$ cat config.mk
export PLATFORM = sky130hd
export DESIGN_NAME = axil_crossbar_sm_wr
export DESIGN_NICKNAME = d
export VERILOG_FILES = /design/src/rtl/axil_crossbar_sm_wr.sv
export SDC_FILE = /design/constraint.sdc
export NUM_CORES = 1
export LEC_CHECK = 0
export CAP_MARGIN = 15
export CORE_ASPECT_RATIO = 0.8
export CORE_UTILIZATION = 35
export DETAILED_ROUTE_END_ITERATION = 8
export PLACE_DENSITY = 0.78
export SYNTH_ARGS = -nofsm -noshare
export SYNTH_HDL_FRONTEND = slang
export SYNTH_SLANG_ARGS = --single-unit
$ cat constraint.sdc
create_clock -name aclk -period 1.9 [get_ports aclk]
set_clock_uncertainty 0.05 [all_clocks]
set_input_delay 0.475 -clock aclk [delete_from_list [all_inputs] [get_ports aclk]]
set_output_delay 0.475 -clock aclk [all_outputs]
set_load 0.03 [all_outputs]
$ cat src/rtl/axil_crossbar_sm_wr.sv
// Write-channel routing FSM of an AXI-Lite crossbar: routes the granted master's
// AW/W/B handshakes to the single slave port and answers with SLVERR if B never comes.
package axil_pkg;
    localparam int NUMBER_MASTER  = 4;
    localparam int AXI_ADDR_WIDTH = 32;
endpackage

module axil_crossbar_sm_wr
    import axil_pkg::*;
#(
    parameter int TIMEOUT_CYCLES = 256
) (
    input  logic                     aclk,
    input  logic                     areset,
    input  logic [NUMBER_MASTER-1:0] grant_wr,
    input  logic [NUMBER_MASTER-1:0] m_axil_awvalid,
    input  logic [NUMBER_MASTER-1:0] m_axil_wvalid,
    input  logic [NUMBER_MASTER-1:0] m_axil_bready,
    input  logic                     s_axil_awready,
    input  logic                     s_axil_wready,
    input  logic [1:0]               s_axil_bresp,
    input  logic                     s_axil_bvalid,
    output logic [NUMBER_MASTER-1:0] m_axil_awready,
    output logic [NUMBER_MASTER-1:0] m_axil_wready,
    output logic [1:0]               m_axil_bresp [NUMBER_MASTER],
    output logic [NUMBER_MASTER-1:0] m_axil_bvalid,
    output logic                     wr_busy,
    output logic                     wr_done,
    output logic                     wr_timeout
);
    localparam int IDX_W = (NUMBER_MASTER > 1) ? $clog2(NUMBER_MASTER) : 1;
    localparam int CNT_W = $clog2(TIMEOUT_CYCLES) + 1;
    localparam logic [CNT_W-1:0] CNT_LAST = CNT_W'(TIMEOUT_CYCLES - 1);
    localparam logic [1:0] RESP_SLVERR = 2'b10;

    if (NUMBER_MASTER < 1 || AXI_ADDR_WIDTH < 1 || TIMEOUT_CYCLES < 1) begin : g_param_check
        $error("axil_crossbar_sm_wr: invalid parameter set");
    end

    typedef enum logic [2:0] {IDLE, ADDR_DATA, RESP, ERR, DONE} state_t;

    state_t           state_q, state_d;
    logic [IDX_W-1:0] idx_q, idx_d, grant_idx;
    logic             aw_done_q, aw_done_d;
    logic             w_done_q, w_done_d;
    logic             timeout_q, timeout_d;
    logic [CNT_W-1:0] cnt_q, cnt_d;
    logic             aw_hs, w_hs, b_hs;

    // Lowest set grant bit wins when more than one is presented.
    always_comb begin
        grant_idx = '0;
        for (int i = NUMBER_MASTER - 1; i >= 0; i--) begin
            if (grant_wr[i]) grant_idx = IDX_W'(i);
        end
    end

    assign aw_hs = m_axil_awvalid[idx_q] && s_axil_awready && !aw_done_q;
    assign w_hs  = m_axil_wvalid[idx_q] && s_axil_wready && !w_done_q;
    assign b_hs  = s_axil_bvalid && m_axil_bready[idx_q];

    always_comb begin
        state_d        = state_q;
        idx_d          = idx_q;
        aw_done_d      = aw_done_q;
        w_done_d       = w_done_q;
        cnt_d          = cnt_q;
        timeout_d      = 1'b0;
        m_axil_awready = '0;
        m_axil_wready  = '0;
        m_axil_bvalid  = '0;
        m_axil_bresp   = '{default: 2'b00};

        case (state_q)
            IDLE: begin
                if (grant_wr != '0) begin
                    idx_d   = grant_idx;
                    state_d = ADDR_DATA;
                end
            end
            ADDR_DATA: begin
                m_axil_awready[idx_q] = s_axil_awready && !aw_done_q;
                m_axil_wready[idx_q]  = s_axil_wready && !w_done_q;
                aw_done_d = aw_done_q || aw_hs;
                w_done_d  = w_done_q || w_hs;
                if (aw_done_d && w_done_d) begin
                    cnt_d   = '0;
                    state_d = RESP;
                end
            end
            RESP: begin
                m_axil_bvalid[idx_q] = s_axil_bvalid;
                m_axil_bresp[idx_q]  = s_axil_bresp;
                cnt_d = cnt_q + 1'b1;
                if (b_hs) begin
                    state_d = DONE;
                end else if (cnt_q == CNT_LAST) begin
                    timeout_d = 1'b1;
                    state_d   = ERR;
                end
            end
            ERR: begin
                // The slave has given up on us; answer the master locally.
                m_axil_bvalid[idx_q] = 1'b1;
                m_axil_bresp[idx_q]  = RESP_SLVERR;
                if (m_axil_bready[idx_q]) state_d = DONE;
            end
            DONE: begin
                aw_done_d = 1'b0;
                w_done_d  = 1'b0;
                cnt_d     = '0;
                state_d   = IDLE;
            end
            default: state_d = IDLE;
        endcase
    end

    always_ff @(posedge aclk) begin
        if (areset) begin
            state_q   <= IDLE;
            idx_q     <= '0;
            aw_done_q <= 1'b0;
            w_done_q  <= 1'b0;
            cnt_q     <= '0;
            timeout_q <= 1'b0;
        end else begin
            state_q   <= state_d;
            idx_q     <= idx_d;
            aw_done_q <= aw_done_d;
            w_done_q  <= w_done_d;
            cnt_q     <= cnt_d;
            timeout_q <= timeout_d;
        end
    end

    assign wr_busy    = (state_q != IDLE);
    assign wr_done    = (state_q == DONE);
    assign wr_timeout = timeout_q;
endmodule

---- After elaboration in Yosys (flattened, before gate mapping) ----
Index checks and enable logic that the tools add are counted.
cells by class
  multiply operators ...................... 0
  add/subtract/negate cells ............... 1
  magnitude comparators ................... 4
  shift operators ......................... 0
  multiplexer cells ....................... 29
  reductions and logical operators ........ 23
  div/mod/pow operators ................... 0
  equal/unequal tests ..................... 9
  bitwise gates (word level) .............. 6
operators with widths
  operator             count
  $pmux 9 s3           1
  $pmux 8 s2           1
  $mux 3               5
  $and 4x4->4          3
  $pmux 3 s4           1
  $logic_and 1x1->1    10
  $mux 2               5
  $add 9x1->9 const B  1
  $eq 9x8->1 const B   1
  $mux 9               1
  $and 8x8->8          1
  $mux 4               2
  $pmux 4 s2           1
  $bmux 1 s2           3
  $eq 3x2->1 const B   2
  $ne 2x2->1 const B   3
  $reduce_bool 3->1    2
  $mux 1               5
  $demux 2 s2          1
  $pmux 1 s2           2
  $reduce_and 2->1     2
  $reduce_and 4->1     1
  $reduce_bool 4->1    1
  $eq 3x1->1 const B   1
  other kinds (14)     16
storage, ports and cells
  bits of input ports ..................... 23
  bits in latches ......................... 0
  output and inout port bits .............. 23
  register bits after elaboration ......... 17
  bits in writable memories ............... 0
  memory bits (read-only) ................. 0
  word-level logic and storage cells ...... 78
  memories kept ........................... 0

---- Logic depth before layout (Yosys ltp) ----
Gate-level depths: netlist of the first run.
  word-level depth ........................ 8
  depth in mapped cells ................... 7
  depth with buffers taken out ............ 7

---- Worst setup path after synthesis of the first run ----
Ideal clock, no wire load.
  kind .................................... register to output
  start ................................... register state_q[0]
  end ..................................... output m_axil_awready[0]
  arrival time ............................ 1.635 ns
  stages on the path, launching flop included .. 6
  data required time ...................... 1.375 ns
  path buffers ............................ 1
  slack ................................... -0.260 ns
  cell sequence ........................... dfxtp_1 > clkbuf_8 > inv_1 > nor3_1 > nand3_1 > nor3_1
between the ends
  word-level cells in the longest chain between the ends .. 2
RTL lines
  item                    line  source
  start, declared         42    state_t state_q, state_d;
  start signal, assigned  127   state_q <= state_d;
  $eq 3x1->1              74    case (state_q)
  $mux 4                  74
  end, declared           23    output logic [NUMBER_MASTER-1:0] m_axil_awready,
Every way passes these cells.

---- Worst setup path after layout of the first run ----
  start ................................... register state_q[2]
  end ..................................... output m_axil_awready[0]
The elaborated chain is that of the path after synthesis.

==> impl_metrics.env, run 1 <==
export IMPL_status="complete, but fails checks"
export IMPL_violations="setup timing"
export IMPL_insertedDiodeCount=0
export IMPL_share_of_the_synthesized_area_in_the_top_cell_type_pct=28.0
export IMPL_worst_setup_path_start_kind="register"
export IMPL_cts_tree="done"
export IMPL_postLayoutSetupSlackWorst_ps=-21.7
export IMPL_async_flop_share_pct=0
export IMPL_clk_transition_reported_paths_ps=70
export IMPL_wl_per_cell_um=13.3
export IMPL_drt_initial_violations=53
export IMPL_remaining_drc_errors=0
export IMPL_power_density_nw_per_um2=1010
export IMPL_numnets_final=253
export IMPL_fin_crit_ps=1920
export IMPL_layout_cells_most_common_list="sky130_fd_sc_hd__buf_4 (44), sky130_fd_sc_hd__nor2_1 (26), sky130_fd_sc_hd__nand2_1 (11), sky130_fd_sc_hd__dfxtp_1 (11), sky130_fd_sc_hd__dlygate4sd2_1 (10)"
export IMPL_hold_buffers=0
export IMPL_grt_total_usage_pct=19.3
export IMPL_slew_limit_headroom_pct=79.8
export IMPL_vertical_die_dimension_um=54.7
export IMPL_ys_seq_area_share_pct=28.0
export IMPL_required_ps=1370
export IMPL_floorplan_die_width_um=67.9
export IMPL_tritoncts_num_sinks=17
export IMPL_grt_start_max_net_pins=10
export IMPL_grt_setup_unrepaired="true"
export IMPL_maxCapViolations=0
export IMPL_syn_instance_count=156
export IMPL_grt_pass1_wl_um=5310
export IMPL_slew_viol_final=0
export IMPL_criticalPathCategory="register to output pin"
export IMPL_io_buffer_count=45
export IMPL_post_synth_instance_area_um2=1210
export IMPL_floorplan_core_area_um2=3200
export IMPL_clk_root_buffer_cell="sky130_fd_sc_hd__clkbuf_8"
export IMPL_total_iterations_of_the_first_detailed_routing_run=5
export IMPL_wirelength_um=3540
export IMPL_yosys_warnings=0
export IMPL_timing_hold_worst_class="register to register"
export IMPL_initial_utilization_pct=38.0
export IMPL_fp_row_count=18
export IMPL_grt_antenna_before_repair=0
export IMPL_fmax_ghz=0.520
export IMPL_synth_to_final_area_change_pct=67.5
export IMPL_power_ir_vdd_worst_mv=0.634
export IMPL_commonest_non_fill_non_tap_cell_in_the_layout="sky130_fd_sc_hd__buf_4"
export IMPL_design_portCount=46
export IMPL_postSynthRegisterBits=17
export IMPL_globalRouteOverflowTotal=0
export IMPL_total_leakage_power_nw=0.911
export IMPL_post_dp_hpwl_um=2500
export IMPL_detail_route_vias_per_cell=5.21
export IMPL_vias=1392
export IMPL_dp_cells=254
export IMPL_synth_top_cells_by_area="sky130_fd_sc_hd__dfxtp_1 (28%), sky130_fd_sc_hd__nor2_1 (9.0%), sky130_fd_sc_hd__nand2_1 (4.3%), sky130_fd_sc_hd__o21ai_0 (3.7%), sky130_fd_sc_hd__clkbuf_8 (3.4%)"
export IMPL_post_route_period_util_pct=101
export IMPL_synth_cell_type_count=49
export IMPL_routabilityCongestion=0.847
export IMPL_cts_buffer_depth=2
export IMPL_area_enclosed_by_the_die_boundary_um2=3710
export IMPL_cts_inserted_buffers=3
export IMPL_dp_worst_setup_slack_ps=-510
export IMPL_finalNonFillerCells=267
export IMPL_drive_gt1_share_pct=41.9
export IMPL_synth_edf_count=0
export IMPL_worstMarginPinSlew_ps=302
export IMPL_ant_nets=0
export IMPL_grt_pass1_vias=1230
export IMPL_critical_path_peak_fanout=5
export IMPL_final_core_util_pct=63.6
export IMPL_timing_final_hold_violations=0
export IMPL_final_setup_viol_count=1
export IMPL_clock_latency_ps=250
export IMPL_htree_num_levels=1
export IMPL_yosys_most_used_dff="sky130_fd_sc_hd__dfxtp_1"
export IMPL_synth_largest_area_cell="sky130_fd_sc_hd__dfxtp_1"
export IMPL_worstPathArrival_ps=1400
export IMPL_worstSetupEndpointType="output pin"
export IMPL_synth_net_count=181
export IMPL_avgSynthCellArea_um2=7.79
==> synth_stat cells (2+ instances only) <==
cell and number:
sky130_fd_sc_hd__o21ai_0 9, sky130_fd_sc_hd__o31ai_1 2, sky130_fd_sc_hd__o21ai_1 2, sky130_fd_sc_hd__mux2_4 2, sky130_fd_sc_hd__and3_1 4, sky130_fd_sc_hd__nor2_1 29, sky130_fd_sc_hd__a21o_1 2, sky130_fd_sc_hd__nand2_1 14
sky130_fd_sc_hd__ha_1 2, sky130_fd_sc_hd__a211oi_1 3, sky130_fd_sc_hd__nand2b_1 2, sky130_fd_sc_hd__nand3b_1 2, sky130_fd_sc_hd__and2b_2 2, sky130_fd_sc_hd__inv_1 6, sky130_fd_sc_hd__clkbuf_1 2, sky130_fd_sc_hd__or2b_1 2
sky130_fd_sc_hd__nor3_1 7, sky130_fd_sc_hd__a21oi_1 8, sky130_fd_sc_hd__clkbuf_8 3, sky130_fd_sc_hd__dfxtp_1 17, sky130_fd_sc_hd__buf_6 2, sky130_fd_sc_hd__nand3_1 5, sky130_fd_sc_hd__mux2i_1 2, sky130_fd_sc_hd__o21bai_1 2
==> through the flow <==
stage	hold WS [ps]	power, mW	cell area (um^2)	TNS [ps]
3_3_place_gp	398	1.50	1770	-5640
4_1_cts	402	1.92	1910	-162
6_report	418	2.05	2030	-21.7
3_5_place_dp	406	1.52	1770	-6190
2_1_floorplan	379	1.13	1220	-215
5_1_grt	430	2.18	2030	-356
==> per-layer routing <==
layer  up-vias  wire [um]  global-route usage, %
met5         -          0                      0
li1        699          -                      -
met4         0         38                   5.21
met3         4        202                   3.96
met2        57       1640                   33.0
met1       632       1660                   24.7
==> what timing repair did <==
action / CTS / global route
gates cloned: 0 / 0
setup buffers: 4 / 6
pin swaps: 13 / 13
setup endpoints to repair: 31 / 30
gates resized for setup: 43 / 28
==> power by group <==
| part | internal, mW | leakage (nW) | switching (mW) |
|---|---|---|---|
| registers | 0.419 | 0.141 | 0.0708 |
| logic | 0.628 | 0.747 | 0.663 |
| clock network | 0.149 | 0.0228 | 0.123 |
| total | 1.20 | 0.911 | 0.857 |
==> final timing paths <==
| path | startpoint | endpoint | slack (ps) | depth (start not counted) |
|---|---|---|---|---|
| max | state_q[2] | m_axil_awready[0] | -20 | 5 |
| min | cnt_q[7] | cnt_q[7] | 420 | 1 |
| max reg2reg | idx_q[1] | cnt_q[7] | 20 | 7 |
| min reg2reg | cnt_q[7] | cnt_q[7] | 420 | 1 |
==> worst max-delay path: stages, from the launching register on <==
cell                      delay (ps)
sky130_fd_sc_hd__dfxtp_4         370
sky130_fd_sc_hd__nor3_4          190
sky130_fd_sc_hd__buf_6           130
sky130_fd_sc_hd__nand3_4          90
sky130_fd_sc_hd__nor3_4          210
sky130_fd_sc_hd__buf_6           150
==> flip-flops by register name (all words and copies together) (netlist names) <==
| name | cells |
|---|---|
| aw_done_q | 1 |
| cnt_q | 9 |
| idx_q | 2 |
| state_q | 3 |
| w_done_q | 1 |
| wr_timeout | 1 |
==> logic make-up after synthesis <==
group,synth area share (%)
compound gates,25.5
mux,5.97
flops,28.0
fa+ha+maj,2.06
buf+inv,9.27
simple gates,29.1
==> area by class of cell <==
cell class / count / area [um^2]
multi-input cells: 123 / 893
inverters: 6 / 22.5
flip-flops and latches: 17 / 355
clock buffers: 4 / 45.0
repair buffers: 77 / 668
fillers: 272 / 1160
well taps: 40 / 50.0
Power figures use the tool's default switching activity.
==> run 2, diff against run 1 <==
Settings changed: PLACE_DENSITY 0.78 to 0.75.
Clock period 1.9 ns to 2.2 ns, I/O delays scaled along.
==> run 2 against run 1 <==
  * The flow now finishes without violations
  * Sequential share of layout area rose by 1.4 points
  * Highest routed layer unchanged
  * Sequential power decreased by 15%
  * Cell area fell by 10%
  * First-iteration DRC count rose by 100%
  * Clock power shrank 14%
  * Routed wire length shrank 15%
  * Hold slack got worse by 10 ps
  * Register-to-register slack better by 160 ps
  * Flip-flop and latch count did not move
  * Die area unchanged
  * Cell count down 5.2%
==> impl_metrics.env, run 2 (synthesized netlist as in run 1, its figures left out) <==
export IMPL_floorplan_core_area_um2=3200
export IMPL_numnets_final=239
export IMPL_vertical_die_dimension_um=54.7
export IMPL_cts_buffer_depth=2
export IMPL_timing_final_hold_violations=0
export IMPL_fp_row_count=18
export IMPL_reg_top3="cnt_q: 9 flops, state_q: 3 flops, idx_q: 2 flops"
export IMPL_power_density_nw_per_um2=853
export IMPL_final_setup_viol_count=0
export IMPL_largest_register_ffs=9
export IMPL_clk_transition_reported_paths_ps=60
export IMPL_clk_root_buffer_cell="sky130_fd_sc_hd__clkbuf_8"
export IMPL_total_leakage_power_nw=0.813
export IMPL_grt_total_usage_pct=17.6
export IMPL_cts_tree="done"
export IMPL_drive_gt1_share_pct=28.2
export IMPL_fmax_ghz=0.466
export IMPL_wirelength_um=3000
export IMPL_met2WireLength_um=1200
export IMPL_final_cell_area_um2=1820
export IMPL_insertedDiodeCount=0
export IMPL_criticalPathCategory="input port to register"
export IMPL_post_dp_hpwl_um=2400
export IMPL_commonest_non_fill_non_tap_cell_in_the_layout="sky130_fd_sc_hd__buf_4"
export IMPL_dp_worst_setup_slack_ps=-257
export IMPL_post_dp_cell_area_um2=1720
export IMPL_met3_wirelength_um=239
export IMPL_cts_inserted_buffers=3
export IMPL_total_iterations_of_the_first_detailed_routing_run=5
export IMPL_status="complete, no violations"
export IMPL_slew_limit_headroom_pct=75.7
export IMPL_grt_setup_unrepaired="false"
export IMPL_io_buffer_count=45
export IMPL_slew_viol_final=0
export IMPL_required_ps=2300
export IMPL_detail_route_vias_per_cell=5.10
export IMPL_worst_setup_path_start_kind="input port"
export IMPL_grt_pass1_vias=1098
export IMPL_globalRouteOverflowTotal=0
export IMPL_postLayoutSetupSlackWorst_ps=52.0
export IMPL_drt_initial_violations=108
export IMPL_synth_to_final_area_change_pct=49.9
export IMPL_design_portCount=46
export IMPL_worstSetupEndpointType="register"
export IMPL_layout_cells_most_common_list="sky130_fd_sc_hd__buf_4 (37), sky130_fd_sc_hd__nor2_1 (29), sky130_fd_sc_hd__clkdlybuf4s50_1 (19)"
export IMPL_routabilityCongestion=0.792
export IMPL_floorplan_die_width_um=67.9
export IMPL_critical_path_peak_fanout=3
export IMPL_fill_cells=299
export IMPL_worstMarginPinSlew_ps=355
export IMPL_remaining_drc_errors=0
export IMPL_htree_num_levels=1
export IMPL_tritoncts_num_sinks=17
export IMPL_worstPathArrival_ps=2240
export IMPL_grt_pass1_wl_um=4800
export IMPL_clock_latency_ps=250
export IMPL_topRoutingLayerUsed="met4"
export IMPL_post_route_period_util_pct=97.6
export IMPL_wl_per_cell_um=11.8
export IMPL_wl_met1_um=1530
export IMPL_vias=1290
export IMPL_power_ir_vdd_worst_mv=0.602
export IMPL_grt_start_max_net_pins=13
export IMPL_timing_hold_worst_class="register to register"
export IMPL_area_enclosed_by_the_die_boundary_um2=3710
export IMPL_maxCapViolations=0
export IMPL_ant_nets=0
export IMPL_initial_utilization_pct=38.0
export IMPL_fin_crit_ps=2150
export IMPL_hold_buffers=0
export IMPL_largest_register="cnt_q"
export IMPL_grt_antenna_before_repair=0
## run 2: power by group
group | total [mW] | internal (mW) | switching (mW) | leakage [nW]
Combinational | 0.903 | 0.430 | 0.473 | 0.649
Sequential | 0.415 | 0.355 | 0.0594 | 0.139
Clock | 0.235 | 0.126 | 0.110 | 0.0255
## run 2: per-layer routing
layer  vias to the layer above  global-route usage [%]
met2                        43                    27.1
li1                        669                       -
met5                         -                       0
met1                       576                    24.6
met3                         2                    5.21
met4                         0                    3.13
## run 2: final cells by class
| cell class | count | area (um^2) | area share [%] |
|---|---|---|---|
| multi-input cells | 123 | 803 | 44.1 |
| repair buffers | 63 | 556 | 30.5 |
| flip-flops and latches | 17 | 344 | 18.9 |
| well taps | 40 | 50.0 | 2.75 |
| clock buffers | 3 | 41.3 | 2.27 |
| inverters | 6 | 22.5 | 1.24 |
| clock inverters | 1 | 5.00 | 0.275 |
## run 2: critical path: stages
cell	delay (ps)
sky130_fd_sc_hd__clkdlybuf4s50_1	460
sky130_fd_sc_hd__mux2i_1	80
sky130_fd_sc_hd__o221a_1	270
sky130_fd_sc_hd__o41a_4	490
sky130_fd_sc_hd__o21bai_4	190
sky130_fd_sc_hd__a32o_1	200
## run 2: path summary, 6_finish.rpt
check | start | to | slack, ps | cells after the start
setup / recovery | m_axil_awvalid[0] | cnt_q[1] | 50 | 6
hold / removal | cnt_q[6] | cnt_q[6] | 410 | 1
setup reg to reg | idx_q[0] | cnt_q[1] | 180 | 6
hold reg to reg | cnt_q[6] | cnt_q[6] | 410 | 1
## run 2: stage by stage
step	setup TNS [ps]	power, mW	hold slack, ps	cells	utilization, %
floorplan	0	0.980	379	156	-
global placement	-2060	1.26	403	247	53.7
detailed placement	-2230	1.28	401	247	53.7
CTS	0	1.52	412	251	55.6
global route	0	1.67	451	253	57.0
finish	0	1.55	408	253	57.0
## run 2: what timing repair did
| action | 4_1_cts | 5_1_grt |
|---|---|---|
| setup buffers | 0 | 2 |
| gates resized for setup | 6 | 11 |
| endpoints found under the setup margin | 14 | 18 |
| pin swaps | 0 | 5 |
==> run 3, diff against run 2 <==
Settings changed: DONT_BUFFER_PORTS from default to 1, PLACE_DENSITY 0.75 to 0.58.
==> run 3 against run 2 <==
  * Power down 11%
  * Largest cell class unchanged
  * Critical endpoint is now m_axil_bresp[0]
  * Via count is 7.5% lower
  * Hold slack worse by 91 ps
  * Sequential power down 4.8%
  * Routed wire length is 0.60% higher
  * Largest power group unchanged
==> impl_metrics.env, run 3 (synthesized netlist as in run 1, its figures left out) <==
export IMPL_status="complete, no violations"
export IMPL_postLayoutSetupSlackWorst_ps=151
export IMPL_critical_path_peak_fanout=9
export IMPL_cts_tree="done"
export IMPL_reg2reg_setup_slack_ps=240
export IMPL_power_ir_vdd_worst_mv=0.556
export IMPL_reg_top3="cnt_q: 9 flops, state_q: 3 flops, idx_q: 2 flops"
export IMPL_grt_start_max_net_pins=15
export IMPL_worst_hold_path_num_cells=1
export IMPL_final_seq_area_um2=340
export IMPL_crit_path_max_incr_delay_ps=530
export IMPL_globalRouteOverflowTotal=0
export IMPL_tritoncts_num_sinks=17
export IMPL_total_leakage_power_nw=0.608
export IMPL_grt_total_usage_pct=17.3
export IMPL_drive_gt1_share_pct=25.7
export IMPL_timing_hold_ws_ps=317
export IMPL_grt_pass1_vias=1063
export IMPL_grt_setup_unrepaired="false"
export IMPL_wl_per_cell_um=13.8
export IMPL_floorplan_die_width_um=67.9
export IMPL_post_dp_hpwl_um=2450
export IMPL_final_setup_viol_count=0
export IMPL_ant_nets=0
export IMPL_largest_register_ffs=9
export IMPL_crit_start="idx_q[1]"
export IMPL_htree_num_levels=1
export IMPL_fp_row_count=18
export IMPL_clk_transition_reported_paths_ps=60
export IMPL_initial_utilization_pct=38.0
export IMPL_post_route_period_util_pct=93.1
export IMPL_cts_inserted_buffers=3
export IMPL_clock_latency_ps=250
export IMPL_dp_worst_setup_slack_ps=204
export IMPL_cts_buffer_depth=2
export IMPL_finalSetupTns_ps=0
export IMPL_insertedDiodeCount=0
export IMPL_hold_path_startpoint="areset"
export IMPL_cp_cell_sequence="buf_4 -> nand3_1 -> nor2_1 -> buf_4"
export IMPL_drt_initial_violations=45
export IMPL_worstMarginPinSlew_ps=439
export IMPL_critPathMostFrequentCell="sky130_fd_sc_hd__buf_4"
export IMPL_layout_cells_most_common_list="sky130_fd_sc_hd__nor2_1 (29), sky130_fd_sc_hd__buf_4 (29), sky130_fd_sc_hd__dfxtp_1 (17)"
export IMPL_worstRegToRegCells=7
export IMPL_vias=1193
export IMPL_required_ps=1600
export IMPL_synth_to_final_area_change_pct=19.6
export IMPL_timing_final_hold_violations=0
export IMPL_criticalPathCategory="register to output pin"
export IMPL_maxCapViolations=0
export IMPL_hold_path_end="aw_done_q"
export IMPL_remaining_drc_errors=0
export IMPL_area_enclosed_by_the_die_boundary_um2=3710
export IMPL_io_buffer_count=0
export IMPL_grt_pass1_wl_um=4720
export IMPL_post_dp_cell_area_um2=1400
export IMPL_grt_antenna_before_repair=0
export IMPL_total_iterations_of_the_first_detailed_routing_run=5
export IMPL_timing_hold_worst_class="input port to register"
export IMPL_routabilityCongestion=0.774
export IMPL_detail_route_vias_per_cell=5.45
export IMPL_crit_path_top_delay_cell="sky130_fd_sc_hd__dfxtp_1"
export IMPL_wirelength_um=3010
export IMPL_worstSetupEndpointType="output pin"
export IMPL_final_core_util_pct=45.4
export IMPL_vertical_die_dimension_um=54.7
export IMPL_fin_crit_ps=2050
export IMPL_r2r_start="cnt_q[2]"
export IMPL_largest_register="cnt_q"
export IMPL_power_density_nw_per_um2=956
export IMPL_fill_cells=316
export IMPL_numnets_final=205
export IMPL_fmax_ghz=0.488
export IMPL_worst_setup_path_start_kind="register"
export IMPL_worstPathArrival_ps=1450
export IMPL_slew_viol_final=0
export IMPL_r2r_end="state_q[0]"
export IMPL_design_portCount=46
export IMPL_slew_limit_headroom_pct=70.7
export IMPL_floorplan_core_area_um2=3200
export IMPL_multi_input_area_um2=777
export IMPL_final_cell_area_um2=1450
export IMPL_clk_root_buffer_cell="sky130_fd_sc_hd__clkbuf_8"
[run 3: through the flow]
stage                     power [mW]  instances
final                           1.39        219
after global routing            1.49        219
after CTS                       1.39        219
after detailed placement        1.16        215
after global placement          1.13        215
after floorplan                0.980        156
[run 3: what timing repair did]
| item | in CTS | in global routing |
|---|---|---|
| hold buffers | 0 | 0 |
| resized for setup | 0 | 1 |
| setup buffers | 0 | 0 |
| setup endpoints to repair | 0 | 8 |
[run 3: critical path: cells and delay by family, from the launching register on]
family / cells / cell delay, ps
simple gates: 2 / 270
flops: 1 / 530
buf+inv: 2 / 400
[run 3: cell type report]
| class | count | area share [%] |
|---|---|---|
| Multi-Input combinational cell | 123 | 53.5 |
| Sequential cell | 17 | 23.4 |
| Timing Repair Buffer | 29 | 15.0 |
| Tap cell | 40 | 3.45 |
| Clock buffer | 4 | 3.10 |
| Inverter | 6 | 1.55 |
[run 3: how the worst max path moves through the flow]
stage / slack [ps] / depth (start not counted) / end
2_1_floorplan: 190 / 5 / m_axil_awready[1]
3_3_place_gp: 220 / 5 / cnt_q[1]
3_5_place_dp: 200 / 5 / cnt_q[1]
4_1_cts: 30 / 5 / m_axil_awready[0]
5_1_grt: 30 / 5 / m_axil_awready[0]
6_report: 150 / 4 / m_axil_bresp[0]
[run 3: per-layer routing]
metal / global-route usage, % / share of wire [%] / up-vias
li1: - / - / 596
met1: 21.3 / 45 / 549
met2: 29.7 / 44 / 43
met3: 3.33 / 8.7 / 5
met4: 7.29 / 1.3 / 0
met5: 0 / 0 / -
[run 3: power by group]
part / total, mW / switching [mW] / internal, mW / leakage (nW)
clock: 0.228 / 0.0993 / 0.128 / 0.0228
sequential: 0.395 / 0.0442 / 0.351 / 0.138
combinational: 0.765 / 0.459 / 0.307 / 0.447
==> variant: new RTL, settings of run 1 <==
Re-encode `state_t` (5 states) as one-hot, 5 bits wide.
--- a/src/rtl/axil_crossbar_sm_wr.sv
+++ b/src/rtl/axil_crossbar_sm_wr.sv
@@ -38,5 +38,5 @@
     end
 
-    typedef enum logic [2:0] {IDLE, ADDR_DATA, RESP, ERR, DONE} state_t;
+    typedef enum logic [4:0] {IDLE = 5'b00001, ADDR_DATA = 5'b00010, RESP = 5'b00100, ERR = 5'b01000, DONE = 5'b10000} state_t;
 
     state_t           state_q, state_d;
Check against the original RTL: same outputs for any inputs over 10 cycles, from zero or initial values and one cycle with areset high; not proved beyond that.
==> variant against run 1 <==
- the flow still finishes with violations (setup timing)
- synthesized area fell by 0.41%
- register-to-register slack barely moved
- wire length rose by 49%
- critical path depth rose by 2
- setup slack got worse by 0.17 ns
- sequential share of layout area rose by 0.18 points
- cell area rose by 10%
- sequential cell count rose by 2
- final cell count fell by 0.37%
- critical path type unchanged
- non-clock buffer count fell by 6
- global-route usage rose by 6.3 points
- first-iteration DRC count rose to 3.5 times the old value
Power is not compared: it rests on default switching activity, and its combinational part moved more than twofold at a synthesized area within 25%.
==> variant: results (changes against run 1) <==
* Multiplexer share of the synthesized area at 0.06825 (+0.008520)
* Reg-to-Reg End: state_q[3]$_SDFFE_PP0P_
* Sequential area share after synthesis at 0.3144 (+0.03425)
* Synth Area in Compound Gates at 0.2223 (-0.03307)
* Critical path fanouts, max at 3 (-2)
* Largest net degree at the start of global routing at 17 (+7)
* Antenna Cells at 0 (unchanged)
* Metal3 WL at 505 µm (+150%)
* Initial DRC count at 186 (+250%)
* Yosys Warn Count at 0 (unchanged)
* Via count at 1611 (+16%)
* GRT Util Overall at 0.2562 (+0.06320)
* Violated checks: setup timing
* Worst Setup Slack post-DPL at -0.2819 ns (+0.2286 ns)
* Sum Neg Setup Slack at -2.029 ns (-2.008 ns)
* H-tree level count at 1 (unchanged)
* Synth cell count leaders: 29 x nor2_1, 19 x dfxtp_1, 14 x nor3_1
* Grt met1 use at 0.3109 (+0.06396)
* WHS Endpoint: cnt_q[0]$_SDFFE_PP0P_
* Met2 usage at 0.4538 (+0.1238)
* Yosys cell types at 36 (-27%)
* Share of layout cells above drive strength 1 at 0.4779 (+0.05937)
* First-pass GRT wire length at 6.824 mm (+29%)
* Syn avg cell area at 7.609 µm² (-2.3%)
* Status: finished, violations left
* IO Port Bufs at 45 (unchanged)
* Largest regs: cnt_q: 9 flops, state_q: 5 flops, idx_q: 2 flops
* Initial antenna violation count at 0 (unchanged)
* Worst setup endpoint: m_axil_awready[2]
* Adder-cell share of the synthesized area at 0.02068 (+0.00008520)
* Min-delay src: cnt_q[0]$_SDFFE_PP0P_
* Syn Nets at 184 (+1.7%)
* Routed len/inst at 19.79 µm (+49%)
* Worst hold path type: flip-flop to flip-flop
* TritonRoute pass-1 iters at 6 (+1)
* Routed wire length at 5.263 mm (+49%)
* Met1 Wirelength at 1.960 mm (+18%)
* Slowest cell on the critical path: dfxtp_2
* Final setup margin at -0.1880 ns (-0.1663 ns)
* Ys async rst share at 0 (unchanged)
* Final setup violation count at 22 (+21)
* RePlAce Congestion at 0.8383 (-0.99%)
* Met3 usage at 0.04583 (+0.006250)
* Worst Setup SP: state_q[3]$_SDFFE_PP0P_
* XOR/XNOR share of the synthesized area at 0.007239 (+0.007239)
* Hold Path Cell Cnt at 1 (unchanged)
* Most used DFF post-synth: dfxtp_1
* Worst hold slack at 0.4226 ns (+0.004231 ns)
* Relative slew slack at 0.6253 (-0.1725)
* DP Area at 1856 µm² (+5.0%)
* Worst r2r path cells at 7 (unchanged)
* Vias in the first global route at 1407 (+14%)
* R2R Path Start: state_q[2]$_SDFFE_PP0P_
* Ranking of synthesized cells by area: dfxtp_1 31%, nor2_1 9.0%, nor3_1 5.8%, mux2i_1 5.0%, nand2_1 4.0%
* HPWL Detailed at 2.921 mm (+17%)
* CP peak stage delay at 0.34 ns (-0.03 ns)
* Metal2 WL at 2.649 mm (+62%)
* Max Root-Sink Buffers at 2 (unchanged)
* Total clock buffers created by CTS at 3 (unchanged)
[variant: layout make-up]
| class | instances | area, µm² |
|---|---|---|
| Inverter | 6 | 22.52 |
| Multi-Input combinational cell | 126 | 1045 |
| Fill cell | 200 | 950.9 |
| Tap cell | 40 | 50.05 |
| Sequential cell | 19 | 396.6 |
| Clock buffer | 4 | 45.04 |
| Timing Repair Buffer | 71 | 688.2 |
[variant: what timing repair did]
item,4_1_cts,5_1_grt
setup endpoints to repair,21,32
pin swaps,15,5
gates resized for setup,57,27
buffers inserted,5,4
[variant: logic make-up after synthesis]
family / Yosys count
simple gates: 80
compound gates: 36
flops: 19
buf+inv: 14
mux: 7
fa+ha+maj: 2
xor+xnor: 1
[variant: power by group through the flow]
stage               clock network (W)  registers (W)  logic [W]
floorplan                           0       0.000449   0.000302
global placement                    0       0.000470   0.000441
detailed placement                  0       0.000471   0.000452
CTS                          0.000287       0.000471   0.000500
global route                 0.000301       0.000482   0.000597
finish                       0.000283       0.000479   0.000570
